File: src/rtl/dt_storage_bank.sv
// Bank of CHANNELS independent WIDTH-bit storage channels, each run as a D flop, T flop,
// transparent latch or synchronous clear, all sharing one write port.
module dt_storage_bank #(
  parameter int               WIDTH     = 8,
  parameter int               CHANNELS  = 4,
  parameter logic [WIDTH-1:0] RESET_VAL = '0,
  parameter int               SELW      = (CHANNELS > 1) ? $clog2(CHANNELS) : 1
) (
  input  logic                         clk,
  input  logic                         rst,
  input  logic                         en,
  input  logic [SELW-1:0]              sel,
  input  logic [WIDTH-1:0]             d,
  input  logic [2*CHANNELS-1:0]        mode,
  output logic [WIDTH*CHANNELS-1:0]    q,
  output logic [WIDTH*CHANNELS-1:0]    q_bar,
  output logic [CHANNELS-1:0]          chg
);

  localparam logic [1:0] M_DFF   = 2'b00;
  localparam logic [1:0] M_TFF   = 2'b01;
  localparam logic [1:0] M_LATCH = 2'b10;
  localparam logic [1:0] M_CLR   = 2'b11;

  for (genvar c = 0; c < CHANNELS; c++) begin : g_ch
    logic [1:0]       m;
    logic             hit;
    logic             wr;
    logic             lat_open;
    logic [WIDTH-1:0] cur;
    logic [WIDTH-1:0] nxt;
    logic [WIDTH-1:0] ff_q, ff_d;
    logic [WIDTH-1:0] lat_q;
    logic             ft_q, ft_d;
    logic             lt_q;
    logic             chg_q, chg_d;

    assign m   = mode[2*c +: 2];
    assign hit = en && (int'(sel) == c);

    // Flop and latch each keep a copy; the parity bits ft/lt mark whichever was
    // written last: lt != ft means the latch holds the live value.
    assign cur = (lt_q != ft_q) ? lat_q : ff_q;

    always_comb begin
      nxt = cur;
      wr  = 1'b0;
      if (hit) begin
        case (m)
          M_DFF:   begin nxt = d;         wr = 1'b1; end
          M_TFF:   begin nxt = cur ^ d;   wr = 1'b1; end
          M_CLR:   begin nxt = RESET_VAL; wr = 1'b1; end
          default: begin nxt = cur;       wr = 1'b0; end
        endcase
      end
      ff_d  = wr ? nxt : ff_q;
      ft_d  = wr ? lt_q : ft_q;
      chg_d = wr && (nxt != cur);
    end

    always_ff @(posedge clk or posedge rst) begin
      if (rst) begin
        ff_q  <= RESET_VAL;
        ft_q  <= 1'b0;
        chg_q <= 1'b0;
      end else begin
        ff_q  <= ff_d;
        ft_q  <= ft_d;
        chg_q <= chg_d;
      end
    end

    assign lat_open = clk && hit && (m == M_LATCH);

    always_latch begin
      if (rst) begin
        lat_q <= RESET_VAL;
        lt_q  <= 1'b0;
      end else if (lat_open) begin
        lat_q <= d;
        lt_q  <= ~ft_q;
      end
    end

    assign q[WIDTH*c +: WIDTH]     = cur;
    assign q_bar[WIDTH*c +: WIDTH] = ~cur;
    assign chg[c]                  = chg_q && (m != M_LATCH);
  end

endmodule

File: config.mk
export PLATFORM = sky130hd
export DESIGN_NAME = dt_storage_bank
export DESIGN_NICKNAME = d
export VERILOG_FILES = /design/src/rtl/dt_storage_bank.sv
export SDC_FILE = /design/constraint.sdc
export NUM_CORES = 1
export LEC_CHECK = 0
export ABC_AREA = 1
export BUFFER_PORTS_ARGS = -buffer_cell sky130_fd_sc_hd__buf_2
export CORE_MARGIN = 5
export CORE_UTILIZATION = 45
export DETAILED_ROUTE_END_ITERATION = 10
export HOLD_SLACK_MARGIN = 0.02
export PLACE_DENSITY = 0.67
export SLEW_MARGIN = 20
export SYNTH_ARGS = -nofsm -noshare
export SYNTH_HDL_FRONTEND = slang
export SYNTH_SLANG_ARGS = --single-unit
File: constraint.sdc
create_clock -name clk -period 4.2 [get_ports clk]
set_clock_uncertainty 0.05 [all_clocks]
set_input_delay 0.63 -clock clk [delete_from_list [all_inputs] [get_ports clk]]
set_output_delay 0.63 -clock clk [all_outputs]
set_load 0.05 [all_outputs]
==> reports/metrics.cfg <==
[yosys]
synth_edf_count=0
ys_types=25
synth_flop_cell=dfrtp_1
synth-seq-cells=76
synth_top_area_share_pct=24.6
netlist_area_um2=4900
synth.net_count=855
synthCells=834
syn_avg_cell_area_um2=5.88
yosys.area.top_type=nand2_1
ys_top_cells_by_count=322 x nand2_1, 98 x inv_1, 88 x nand3_1
synthTopCellsByArea=nand2_1 25%, dfrtp_1 20%, dlxtp_1 11%, nand3_1 9.0%, inv_1 7.5%
yosysWarnings=0
synth-async-reset-ratio_pct=52.6
yosysMostFrequentCell=nand2_1

[sta]
setup_viol=0
rsz0062_at_grt=false
slew_viol_final=0
relSlewSlack_pct=56.3
fin_hold_ws_ns=0.234
tightestPinTransition_ns=0.654
hold_violations=0
fin_tns_setup_ns=0

[critical_path]
critPathArrivalTime_ns=1.28
path_buf_inv=0
crit_type=reg2latch
cp.required_ns=1.28
slowest_delay_ns=0.43
slowest_stage=dfrtp_1
cp_top_family=flip-flops
crit_start=g_ch[2].ft_q$_DFFE_PP0P_
crit_fanout=4
r2r-start=g_ch[2].ft_q$_DFFE_PP0P_
crit_chain=nor2_1
start_kind=flop
cp-end-kind=latch

[floorplan]
ios=89
die_x_um=114
start_util_pct=45.6
dieArea_um2=13100
core-area_um2=10700
die_h_um=114
rows=38

[drt]
dr.pass1.iters=9
routed_wl_um=15700
postRouteAntennaNets=0
drc=0
drtIter0Drc=466
vias_per_cell=5.11
vias=5704
wl_per_cell_um=14.1

[layout]
final_area_um2=6230
fillCellCount=1099
diodes=0
nets=992
stdcell_count=1116
areaGrowthSynthToFinish_pct=27.1
layout-drive-gt1-share_pct=17.9

[pwr]
leakage_nw=3.39
vdd_drop_max_mv=0.160
power.density_nw_per_um2=325

[clocking]
path_clk_slew_ns=0.08
cts_tree=built
post_cts_buffers=0
clk-insertion-delay-late_ns=0.74

[placed_design]
placed_cells=1048
dpl.hpwl_um=10800
placed_area_um2=5480
gp_congestion=0.817
portBuffers=88

[global_routing]
grt_usage_pct=25.2
grt_pass1_vias=5097
grt_pass1_wl_um=25200
antenna_found_initial=0
grt_max_degree=19
overflow=0

[flow_run]
cap_violations=0

[run_status]
outcome=finished, final reports clean

[min_path]
hold_class=in2gate
worstHoldStart=mode[0]

-- metrics by stage --
step	setup slack (ns)	utilization (%)	total power, mW
floorplan	0	-	1.25
global placement	0	51.0	1.44
detailed placement	0	51.0	1.45
CTS	0	58.0	2.03
global route	0	58.0	2.15
finish	0	58.0	2.03
-- path summary, 6_finish.rpt --
path	endpoint	depth (start not counted)	slack [ns]
worst max-delay path	g_ch[2].lt_q$_DLATCH_P_	1	0
worst min-delay path	clock gate	5	0.23
worst max register to register	g_ch[2].lt_q$_DLATCH_P_	1	0
worst min register to register	g_ch[2].ft_q$_DFFE_PP0P_	2	0.39
max in group gated	clock gate	3	0.42
max in group asynchronous	g_ch[2].ff_q[0]$_DFFE_PP0P_	4	3.05
min in group clk	g_ch[2].ft_q$_DFFE_PP0P_	2	0.39
min in group asynchronous	g_ch[1].ft_q$_DFFE_PP0P_	3	0.55
-- cells in the final DEF, fill, tap and decap left out, types with 10 or more instances in the layout --
master,synthesis,final
o21ai_1,13,13
dlygate4sd3_1,0,37
dlxtp_1,36,36
nor2_1,75,75
buf_4,4,12
o21ai_0,23,23
inv_2,12,12
nand3_1,88,88
nand2_2,21,21
nand3b_1,30,30
clkinv_1,9,10
nand4_1,17,17
inv_1,98,97
dfrtp_1,40,40
clkbuf_8,0,24
nand2_1,322,322
buf_2,7,88
-- logic make-up after synthesis --
group                  Yosys count  synth area share (%)
latches                         36                  11.0
buffers and inverters          145                  11.7
AND/OR/NAND/NOR                562                  51.1
flip-flops                      40                  20.4
AO/OA/AOI/OAI                   51                  5.74
-- final cells by class --
cell class | count | area, um2 | share of cell area [%]
Inverter | 119 | 447 | 7.16
Multi-Input combinational cell | 613 | 2790 | 44.7
Clock inverter | 2 | 35.0 | 0.562
Tap cell | 140 | 175 | 2.81
Sequential cell | 76 | 1540 | 24.7
Timing Repair Buffer | 137 | 901 | 14.4
Clock buffer | 29 | 349 | 5.60
-- registers in the layout, summed over array words and instances (netlist names) --
name / cells
g_ch.ff_q: 32
g_ch.lt_q: 4
g_ch.chg_q: 4
g_ch.lat_q: 32
g_ch.ft_q: 4
-- repair_timing --
action,in CTS,in global routing
resized for setup,0,0
hold endpoints to repair,15,0
hold buffers,37,0
endpoints found under the setup margin,0,0
-- where the power goes --
part | switching (mW) | leakage [nW] | internal [mW]
logic | 0.734 | 2.38 | 0.240
registers | 0.0348 | 0.792 | 0.461
clock network | 0.216 | 0.213 | 0.339
-- metal layers --
metal / GRT usage [%] / up-vias / part of all wire [%]
li1: - / 2875 / -
met2: 38.0 / 232 / 45
met1: 31.5 / 2533 / 42
met4: 15.6 / 0 / 5.0
met3: 7.45 / 64 / 8.0
met5: 0 / - / 0
Note: power is estimated with default switching activity, not from simulation.
